[config.mk]
export PLATFORM = sky130hd
export DESIGN_NAME = ppu_mode_scheduler
export DESIGN_NICKNAME = d
export VERILOG_FILES = /design/src/rtl/ppu_mode_scheduler.sv
export SDC_FILE = /design/constraint.sdc
export NUM_CORES = 1
export LEC_CHECK = 0
export ABC_AREA = 1
export BUFFER_PORTS_ARGS = -buffer_cell sky130_fd_sc_hd__buf_4
export CAP_MARGIN = 5
export CORE_MARGIN = 3
export CORE_UTILIZATION = 55
export DETAILED_ROUTE_END_ITERATION = 6
export PLACE_DENSITY_LB_ADDON = 0.1
export REMOVE_ABC_BUFFERS = 1
export SLEW_MARGIN = 10
export SYNTH_ARGS = -nofsm -noshare
export SYNTH_HDL_FRONTEND = slang
export SYNTH_SLANG_ARGS = --single-unit
[constraint.sdc]
create_clock -name clk_in -period 2 [get_ports clk_in]
set_clock_uncertainty 0.1 [all_clocks]
set_input_delay 0.1 -clock clk_in [delete_from_list [all_inputs] [get_ports clk_in]]
set_output_delay 0.1 -clock clk_in [all_outputs]
set_load 0.02 [all_outputs]
[src/rtl/ppu_mode_scheduler.sv]
// LCD mode scheduler: owns dot/LY timing, sequences OAM search -> pixel transfer -> H-blank
// per visible line and V-blank afterwards, and generates LYC, STAT and V-blank interrupts.
module ppu_mode_scheduler #(
  parameter int LINE_CYCLES   = 456,
  parameter int VISIBLE_LINES = 144,
  parameter int VBLANK_LINES  = 10,
  parameter int M3_MAX_CYCLES = 289,
  parameter int DOT_W         = 9
) (
  input  logic             clk_in,
  input  logic             rst_n_in,
  input  logic             lcd_en_in,
  input  logic [7:0]       lyc_in,
  input  logic [3:0]       stat_en_in,
  output logic             m2_start_out,
  input  logic             m2_done_in,
  output logic             m3_start_out,
  input  logic             m3_done_in,
  output logic [1:0]       mode_out,
  output logic [7:0]       ly_out,
  output logic [DOT_W-1:0] dot_out,
  output logic             lyc_eq_out,
  output logic             stat_irq_out,
  output logic             vblank_irq_out,
  output logic             overrun_out
);

  localparam int               TOTAL_LINES = VISIBLE_LINES + VBLANK_LINES;
  localparam logic [DOT_W-1:0] DOT_LAST    = DOT_W'(LINE_CYCLES - 1);
  localparam logic [7:0]       LY_LAST     = 8'(TOTAL_LINES - 1);
  localparam logic [8:0]       M3_LAST     = 9'(M3_MAX_CYCLES - 1);
  localparam logic [8:0]       VIS_LINES   = 9'(VISIBLE_LINES);

  localparam logic [1:0] MODE_HBLANK = 2'd0;
  localparam logic [1:0] MODE_VBLANK = 2'd1;
  localparam logic [1:0] MODE_OAM    = 2'd2;
  localparam logic [1:0] MODE_XFER   = 2'd3;

  typedef enum logic [2:0] {S_OFF, S_M2, S_M3, S_M0, S_M1} state_t;

  state_t           state_q;
  logic [DOT_W-1:0] dot_q;
  logic [7:0]       ly_q;
  logic [8:0]       m3_cnt_q;
  logic [1:0]       mode_q;
  logic             m2_start_q, m3_start_q, vblank_q, overrun_q;
  logic             lyc_eq_q, stat_prev_q, stat_irq_q;

  logic [7:0] ly_nxt;
  logic       line_end;
  logic       stat_line;

  assign ly_nxt   = (ly_q == LY_LAST) ? 8'd0 : ly_q + 8'd1;
  assign line_end = (dot_q == DOT_LAST);

  // Built from registered state so the interrupt lags mode/lyc_eq by one cycle.
  assign stat_line = (state_q != S_OFF) &
                     ((lyc_eq_q & stat_en_in[3]) |
                      ((state_q == S_M2) & stat_en_in[2]) |
                      ((state_q == S_M1) & stat_en_in[1]) |
                      ((state_q == S_M0) & stat_en_in[0]));

  always_ff @(posedge clk_in or negedge rst_n_in) begin
    if (!rst_n_in) begin
      state_q     <= S_OFF;
      dot_q       <= '0;
      ly_q        <= '0;
      m3_cnt_q    <= '0;
      mode_q      <= MODE_HBLANK;
      m2_start_q  <= 1'b0;
      m3_start_q  <= 1'b0;
      vblank_q    <= 1'b0;
      overrun_q   <= 1'b0;
      lyc_eq_q    <= 1'b0;
      stat_prev_q <= 1'b0;
      stat_irq_q  <= 1'b0;
    end else begin
      m2_start_q  <= 1'b0;
      m3_start_q  <= 1'b0;
      vblank_q    <= 1'b0;
      lyc_eq_q    <= (ly_q == lyc_in);
      stat_prev_q <= stat_line;
      stat_irq_q  <= stat_line & ~stat_prev_q;

      if (!lcd_en_in) begin
        state_q     <= S_OFF;
        mode_q      <= MODE_HBLANK;
        dot_q       <= '0;
        ly_q        <= '0;
        m3_cnt_q    <= '0;
        overrun_q   <= 1'b0;
        stat_prev_q <= 1'b0;
        stat_irq_q  <= 1'b0;
      end else if (state_q == S_OFF) begin
        state_q    <= S_M2;
        mode_q     <= MODE_OAM;
        dot_q      <= '0;
        ly_q       <= '0;
        m2_start_q <= 1'b1;
      end else if (line_end) begin
        // Line boundary is fixed; it wins over any done arriving in the same cycle.
        dot_q <= '0;
        ly_q  <= ly_nxt;
        if (state_q == S_M2 || state_q == S_M3)
          overrun_q <= 1'b1;
        if ({1'b0, ly_nxt} < VIS_LINES) begin
          state_q    <= S_M2;
          mode_q     <= MODE_OAM;
          m2_start_q <= 1'b1;
        end else begin
          state_q  <= S_M1;
          mode_q   <= MODE_VBLANK;
          vblank_q <= ({1'b0, ly_nxt} == VIS_LINES);
        end
      end else begin
        dot_q <= dot_q + 1'b1;
        case (state_q)
          S_M2: if (m2_done_in) begin
            state_q    <= S_M3;
            mode_q     <= MODE_XFER;
            m3_start_q <= 1'b1;
            m3_cnt_q   <= '0;
          end
          S_M3: if (m3_done_in || m3_cnt_q == M3_LAST) begin
            state_q <= S_M0;
            mode_q  <= MODE_HBLANK;
          end else begin
            m3_cnt_q <= m3_cnt_q + 9'd1;
          end
          default: ;
        endcase
      end
    end
  end

  assign m2_start_out   = m2_start_q;
  assign m3_start_out   = m3_start_q;
  assign mode_out       = mode_q;
  assign ly_out         = ly_q;
  assign dot_out        = dot_q;
  assign lyc_eq_out     = lyc_eq_q;
  assign stat_irq_out   = stat_irq_q;
  assign vblank_irq_out = vblank_q;
  assign overrun_out    = overrun_q;

endmodule

== After elaboration in Yosys (flattened, before gate mapping) ==
Index checks and enable logic that the tools add are counted.
Widths: inputs -> output; s select.
Word-level totals
  output and inout bits: 25
  bits in registers: 38
  input bits: 17
Cells by class
  multiplexer cells: 46
  add/sub/neg operators: 3
  reductions and logical operators: 7
  equality and inequality tests: 20
  $lt $le $gt $ge: 1
  bitwise gates (word level): 10
Operators by type and width (count)
  $mux 9: 8
  $mux 8: 4
  $mux 1: 19
  $add 9x1->9 const B: 2
  $eq 9x9->1 const B: 2
  $mux 3: 6
  $pmux 9 s2: 1
  $eq 8x8->1 const B: 2
  $mux 2: 6
  $add 8x1->8 const B: 1
  $eq 8x8->1: 1
  $lt 8x8->1 const B: 1
  $and 1x1->1: 6
  $eq 3x2->1 const B: 2
  $ne 3x1->1 const B: 2
  $ne 3x3->1 const B: 2
  $pmux 3 s2: 1
  $reduce_and 3->1: 2
  $ne 5x1->1 const B: 1
  $ne 5x4->1 const B: 1
  $ne 5x5->1 const B: 1
  $reduce_and 5->1: 1
  $ne 2x1->1 const B: 2
  $ne 2x2->1 const B: 2
  8 further kinds: 11

== Depth between registers and ports, before layout ==
Gate-level depths: netlist (run 1).
  depth in word-level cells: 8
  gate-level depth with buffers: 12
  mapped depth without buffers: 12

== Least setup slack after synthesis (run 1) ==
OpenSTA, ideal clock, no wires.
  path type: reg2reg
  start: register ly_q[1] (netlist: ly_out[1])
  end: register state_q[0]
  required time: 1784 ps
  cell stages (with the launch flop): 13
  slack: 297 ps
  arrival time: 1487 ps
  path buffers: 0
  library setup time: 116 ps
  clock period less this slack: 1703 ps
  path through: dfrtp_1 > inv_1 > ha_1 > nand2_1 > nor2_1 > nand3_2 > nand3_1 > nor2_1 > nand2_1 > nand2_1 > nand2_1 > nand2_1 > nand2_1
On the way
  cells in the longest elaborated chain, start to end: 7
Ends and longest elaborated chain
  from (decl): RTL line 43  | logic [7:0] ly_q;
  from (signal assigned): RTL line 103  | ly_q <= ly_nxt;
  $add 8x1->8 / $eq 8x8->1 (equally long branches): RTL line 53  | assign ly_nxt = (ly_q == LY_LAST) ? 8'd0 : ly_q + 8'd1;
  $mux 8 *: RTL line 53
  $lt 8x8->1 *: RTL line 106  | if ({1'b0, ly_nxt} < VIS_LINES) begin
  $mux 3 *: RTL line 106
  $mux 3 *: RTL line 100  | end else if (line_end) begin
  $mux 3 *: RTL line 94  | end else if (state_q == S_OFF) begin
  $mux 3 *: RTL line 85  | if (!lcd_en_in) begin
  to (signal assigned): RTL line 86  | state_q <= S_OFF;
  to (signal assigned): RTL line 95  | state_q <= S_M2;
  to (signal assigned): RTL line 107  | state_q <= S_M2;
  to (decl): RTL line 41  | state_t state_q;
Mark *: on every way between the ends. The rest lies on a longest branch, timed or not.
A chain may end at the register's enable or synchronous reset.

== Final worst setup path (run 1) ==
  start: register ly_q[1] (netlist: ly_out[1])
  end: register mode_q[0] (netlist: mode_out[0])
On the way
  cells in the longest elaborated chain, start to end: 7
Ends and longest elaborated chain
  $add 8x1->8 / $eq 8x8->1 (equally long branches): RTL line 53
  $mux 8 *: RTL line 53
  $lt 8x8->1 *: RTL line 106
  $mux 2 *: RTL line 106
  $mux 2 *: RTL line 100
  $mux 2 *: RTL line 94
  $mux 2 *: RTL line 85
  to (signal assigned): RTL line 87  | mode_q <= MODE_HBLANK;
  to (signal assigned): RTL line 96  | mode_q <= MODE_OAM;
  to (signal assigned): RTL line 108  | mode_q <= MODE_OAM;
  to (decl): RTL line 45  | logic [1:0] mode_q;
Marked as above.

==> impl_metrics.ini, run 1 <==
[run_status]
violations = negative hold slack
status = finished with violations

[drt]
drtIter0Drc = 147
route.vias.total = 2006
drt_pass1_iterations = 4
drtAntennaViolNets = 0
drt_wl_total_um = 4920
wl_per_cell_um = 13.0
drc = 0
routed_via_density = 5.28

[synth]
synth_ff_type = dfrtp_1
yosysMostFrequentCell = nand2_1
syn_avg_cell_area_sq_um = 8.02
synth.distinct_cells = 33
synth-seq-cells = 38
yosys-top-cells-count = nand2_1 (66), dfrtp_1 (38), nor2_1 (28)
synth_area_sq_mm = 0.00229
yosysSeqAreaShare_pct = 41.6
synth_top_area_share_pct = 41.6
async_flop_share_pct = 100
syn-instance-count = 285
ys_warn_count = 0
synth_edf_count = 0
ys_top_cells_by_area = dfrtp_1 (42%), nand2_1 (11%), nor2_1 (4.6%), inv_1 (4.4%), nand3_1 (4.2%)
yosysTopAreaCell = dfrtp_1

[worst_setup_path]
cpLargestDelayFamily = simple AND/OR/NAND/NOR gates
worst_setup_path_end_kind = flop
r2r_end = mode_out[0]
cp_cell_sequence = inv_1 > ha_1 > nand2_1 > nor2_1 > nand3_2 > nand3_2 > nand3_1 > nand2_1 > nand2_1 > nand3_1 > nand2_1
cp_slowest_cell = dfrtp_1
max_stage_delay_ns = 0.45
critPathBufInv = 1
startpoint_type = flop
r2r_start = ly_out[1]
critical_path.most_common_cell = nand2_1
crit_type = flop to flop
worst-path-max-fanout = 6
worst_ep_required_time_ns = 2.08
cp.arrival_ns = 1.94
ff2ff_setup_slack_ns = 0.14
reg2regPathDepth = 11

[power]
combPwrFrac_pct = 31.9
power.total_mw = 2.49
power_switching_uw = 883
vdd_drop_max_uv = 651
powerDensity_mw_per_mm2 = 898
leakagePower_nw = 1.35
switching_share_pct = 35.4
sequentialPowerShare_pct = 36.8
intPower_mw = 1.61
p_clk_share_pct = 31.3

[grt]
antenna_found_initial = 0
grt_pass1_vias = 1892
grt_use_total_pct = 20.7
grt_start_max_net_pins = 39
grt.overflow.total = 0
grt_first_pass_wirelength_um = 8360

[die]
dieWidth_um = 70.5
start_util_pct = 59.7
ioPinCount = 42
die_area_sq_mm = 0.00497
die_h_um = 70.5
core_sq_mm = 0.00383
rows = 22

[timing]
hold_slack_ns = -0.00417
fmax_mhz = 537
fin_tns_setup_ns = 0
slew_viol_final = 0
hold_violations = 1
rsz0062_at_grt = false
min_period_ns = 1.86
relSlewSlack_pct = 68.2
period_share_pct = 93.1
tightest_slew_ns = 0.477
finalSetupViolations = 0

[clock_network]
clk_pin_slew_worst_paths_ns = 0.08
postCtsHoldBufs = 1
cts.htree.levels = 2
cts_made_buffers = 5
cts-resized-gates = 0
post_cts_buffers = 0
cts_tree = built
clkSinkCount = 38
cts_root_buffer = clkbuf_8
clk_path_buf_depth = 2
clk_latency_ns = 0.29

[hold_path]
hold_path_end = lyc_eq_out
min_delay_path_depth = 4
hold_class = input port to flop
worstHoldStart = lyc_in[2]

[finish]
area_growth_pct = 21.5
fin_area_sq_mm = 0.00278
fin_nets = 353
num_antenna_cells = 0
final_util_pct = 72.6
layout-drive-gt1-share_pct = 29.2

[place]
routabilityCongestion = 0.873
dp_hpwl_um = 3640
portBuffers = 41
place_area_sq_mm = 0.00263

[run]
max_cap_viol_count = 0
-- layout by cell type, fill, tap and decap left out, types with 2 or more instances in the layout --
cell type  netlist  layout
nand2_1         66      66
buf_4            1      41
dfrtp_1         38      38
nor2_1          28      28
inv_1           27      27
nand3_1         19      19
inv_2           12      12
o21ai_0          9       9
nor2_2           8       8
xnor2_1          8       8
o21ai_1          8       8
nand2_2          7       7
nand4_1          7       7
a21oi_1          6       6
o22ai_2          6       6
nor3_1           5       5
ha_1             5       5
clkbuf_8         0       5
nand3_2          4       4
nand2_4          2       2
nor2_8           2       2
inv_4            2       2
nor3_2           2       2
xor2_1           2       2
nor4_1           2       2
bufinv_16        0       2
-- cell families (layout without fill, tap and decap cells) --
| kind of cell | count (synthesis) | after routing | synth area share (%) |
|---|---|---|---|
| DFF | 38 | 38 | 41.6 |
| buffers and inverters | 44 | 91 | 7.99 |
| AOI/OAI and AO/OA | 33 | 33 | 10.1 |
| adders and majority gates | 5 | 5 | 2.74 |
| xor gates and xnor gates | 10 | 10 | 3.83 |
| and+or+nand+nor | 155 | 155 | 33.7 |
-- layer usage --
layer | global-route usage (%) | vias to the layer above | share of wire [%]
met5 | 0 | - | 0
met4 | 5.53 | 0 | 1.4
met3 | 4.03 | 9 | 5.1
met2 | 34.9 | 60 | 48
met1 | 27.1 | 923 | 46
li1 | - | 1014 | -
-- state kept, by name (all words and copies together) (netlist names) --
register and cells:
dot_out 9, m3_cnt_q 9, ly_out 8, state_q 3
mode_out 2, lyc_eq_out 1, m2_start_out 1, m3_start_out 1
overrun_out 1, stat_irq_out 1, stat_prev_q 1, vblank_irq_out 1
-- worst max path at each step --
| stage | depth (start not counted) | end | slack [ns] | startpoint |
|---|---|---|---|---|
| after floorplan | 9 | vblank_irq_out | 0.26 | dot_out[0] |
| after global placement | 9 | vblank_irq_out | 0.25 | dot_out[0] |
| after detailed placement | 10 | mode_out[1] | 0.19 | ly_out[1] |
| after CTS | 11 | mode_out[0] | 0.17 | ly_out[1] |
| after global routing | 10 | state_q[0] | 0.005 | ly_out[1] |
| final | 11 | mode_out[0] | 0.14 | ly_out[1] |
-- worst register-to-register path, cell delays in order (launching register included) --
cell and delay, ns:
dfrtp_1 0.45, inv_1 0.12, ha_1 0.14, nand2_1 0.05, nor2_1 0.16, nand3_2 0.16
nand3_2 0.13, nand3_1 0.10, nand2_1 0.11, nand2_1 0.08, nand3_1 0.10, nand2_1 0.05
-- power groups by stage --
stage	combinational [mW]	clock, mW	sequential (mW)
floorplan	0.502	0	0.984
global placement	0.783	0	0.930
detailed placement	0.794	0	0.931
CTS	0.801	0.792	0.919
global route	0.880	0.821	0.933
finish	0.794	0.781	0.918
-- cell type report --
cell class                 instances  area, sq um
clock buffer                       5         68.8
clock inverter                     3         68.8
fill                             295         1050
inverter                          41          159
multi-input combinational        203         1150
sequential                        38          951
tap                               48         60.1
timing repair buffer              42          318
-- metrics by stage --
stage	hold WS [ns]	std cells	setup slack, ns
2_1_floorplan	-0.296	282	0.258
4_1_cts	0.00334	380	0.166
6_report	-0.00417	380	0.139
5_1_grt	0.0219	380	0.00466
3_3_place_gp	-0.00519	371	0.246
3_5_place_dp	-0.00377	371	0.189
Note: power is estimated with default switching activity, not from simulation.
==> run 2: changes to the inputs <==
--- a/config.mk
+++ b/config.mk
@@ -9,7 +9,7 @@
 export BUFFER_PORTS_ARGS = -buffer_cell sky130_fd_sc_hd__buf_4
 export CAP_MARGIN = 5
 export CORE_MARGIN = 3
-export CORE_UTILIZATION = 55
+export CORE_UTILIZATION = 50
 export DETAILED_ROUTE_END_ITERATION = 6
 export PLACE_DENSITY_LB_ADDON = 0.1
 export REMOVE_ABC_BUFFERS = 1
==> constraint.sdc (replaced) <==
create_clock -name clk_in -period 1.7 [get_ports clk_in]
set_clock_uncertainty 0.1 [all_clocks]
set_input_delay 0.085 -clock clk_in [delete_from_list [all_inputs] [get_ports clk_in]]
set_output_delay 0.085 -clock clk_in [all_outputs]
set_load 0.02 [all_outputs]
==> impl_metrics.ini, run 2 (same netlist as run 1, synthesis figures left out) <==
[worst_setup_path]
critical_path.most_common_cell = nand2_1
cpLargestDelayFamily = simple AND/OR/NAND/NOR gates
crit_type = flop to flop
crit_start = ly_out[1]
worst_setup_path_end_kind = flop
cp_cell_sequence = inv_2 > ha_4 > nand2_2 > nor2_4 > nand3_4 > nand3_4 > nand3_2 > nand2_1 > nand2_1 > nand3_1 > nand2_1
r2r_end = mode_out[0]
r2r_start = ly_out[1]
max_stage_delay_ns = 0.41
cp.arrival_ns = 1.75
startpoint_type = flop
worst-path-max-fanout = 6
cp_slowest_cell = dfrtp_1
critPathBufInv = 1
reg2regPathDepth = 11
ff2ff_setup_slack_ns = 0.03
worst_ep_required_time_ns = 1.78

[finish]
fin_area_sq_mm = 0.00310
area_growth_pct = 35.6
layout-drive-gt1-share_pct = 41.5
fin_nets = 375
num_antenna_cells = 0
final_common_cell = buf_4
final_cell_mix = buf_4 (60), nand2_1 (57), dfrtp_1 (36)
nFillCells = 355

[power]
power_switching_mw = 1.08
leakagePower_nw = 1.49
intPower_mw = 1.76
switching_share_pct = 38.0
p_clk_share_pct = 22.4
powerDensity_mw_per_mm2 = 918
combPwrFrac_pct = 39.5
sequentialPowerShare_pct = 38.0
power.total_mw = 2.84
vdd_drop_max_uv = 477

[grt]
antenna_found_initial = 0
grt_pass1_vias = 2013
grt_first_pass_wirelength_um = 8760
grt_use_met3_pct = 4.38
met1_usage_pct = 28.2
grt_busiest_layer = met2
grt_use_total_pct = 20.7
grt.overflow.total = 0
grtUsageMet2_pct = 33.5
grt_start_max_net_pins = 39

[place]
routabilityCongestion = 0.823
dp_hpwl_um = 3800
portBuffers = 41
place_area_sq_mm = 0.00275

[run_status]
status = finished clean

[drt]
routed_via_density = 5.23
wl_per_cell_um = 13.6
drtAntennaViolNets = 0
drc = 0
drtIter0Drc = 70
route.vias.total = 2112
drt_pass1_iterations = 4
drt_wl_total_um = 5510

[timing]
finalSetupViolations = 0
period_share_pct = 98.4
min_period_ns = 1.67
slew_viol_final = 0
hold_violations = 0
fmax_mhz = 598
relSlewSlack_pct = 68.4
rsz0062_at_grt = true
tightest_slew_ns = 0.474

[clock_network]
cts.htree.levels = 2
clk_pin_slew_worst_paths_ns = 0.08
clkSinkCount = 38
clk_latency_ns = 0.28
cts_tree = built
cts_made_buffers = 5
clk_path_buf_depth = 2
cts_root_buffer = clkbuf_8

[die]
start_util_pct = 54.4
ioPinCount = 42
die_h_um = 73.6
core_sq_mm = 0.00420
dieWidth_um = 73.6
rows = 23
die_area_sq_mm = 0.00542

[hold_path]
min_delay_path_depth = 4
worstHoldStart = lyc_in[2]
hold_class = input port to flop
hold_path_end = lyc_eq_out

[run]
max_cap_viol_count = 0
[run 2: changes by cell type in the layout (fill, tap and decap cells not counted), moves of 4 or more]
cell / change
inv_1: -4
nand2_4: +6
nand2_1: -9
nor2_1: -6
o21ai_0: -4
buf_4: +19
[run 2: worst reg2reg max path, stage by stage, from the launching register on]
cell and delay [ns]:
dfrtp_1 0.41, inv_2 0.09, ha_4 0.12, nand2_2 0.06, nor2_4 0.12, nand3_4 0.16
nand3_4 0.14, nand3_2 0.08, nand2_1 0.09, nand2_1 0.07, nand3_1 0.09, nand2_1 0.05
[run 2: per-layer routing]
metal / up-vias / wire length (um)
met5: - / 0
met4: 0 / 30
met3: 2 / 278
met2: 50 / 2690
met1: 1004 / 2510
li1: 1056 / -
[run 2: per-stage QoR]
step / setup WS (ns) / std cells / hold slack (ns) / setup TNS [ns] / utilization [%]
after floorplan: -0.0416 / 282 / -0.311 / -0.0656 / -
after global placement: 0.0331 / 387 / -0.0194 / 0 / 65.5
after detailed placement: 0.00735 / 387 / -0.0204 / 0 / 65.5
after CTS: 0.00627 / 398 / 0.00497 / 0 / 68.3
after global routing: -0.0897 / 404 / 0.00940 / -0.403 / 73.8
final: 0.0279 / 404 / 0.00348 / 0 / 73.8
[run 2: timing repair]
item	CTS	global route
pin swaps	1	13
gates resized for setup	0	53
hold buffers	2	0
setup buffers	1	6
hold endpoints to repair	39	0
endpoints found under the setup margin	3	25
[run 2: power groups by stage]
stage	clock (mW)	sequential, mW	combinational, mW
2_1_floorplan	0	1.16	0.590
3_3_place_gp	0	1.09	0.990
3_5_place_dp	0	1.09	0.996
4_1_cts	0.649	1.07	1.01
5_1_grt	0.687	1.10	1.24
6_report	0.638	1.08	1.12
[run 2: layout make-up]
type / instances / area, sq um / area share (%)
Multi-Input combinational cell: 203 / 1330 / 42.8
Sequential cell: 38 / 953 / 30.8
Timing Repair Buffer: 64 / 502 / 16.2
Inverter: 41 / 164 / 5.29
Clock buffer: 7 / 86.3 / 2.79
Tap cell: 50 / 62.6 / 2.02
Clock inverter: 1 / 5.00 / 0.161
[run 2: worst max-delay path by stage]
stage,cells past startpoint,slack [ns],endpoint
5_1_grt,10,-0.09,state_q[0]
3_5_place_dp,11,0.007,mode_out[0]
4_1_cts,9,0.006,m3_cnt_q[2]
6_report,11,0.03,mode_out[0]
2_1_floorplan,9,-0.04,vblank_irq_out
3_3_place_gp,11,0.03,mode_out[0]
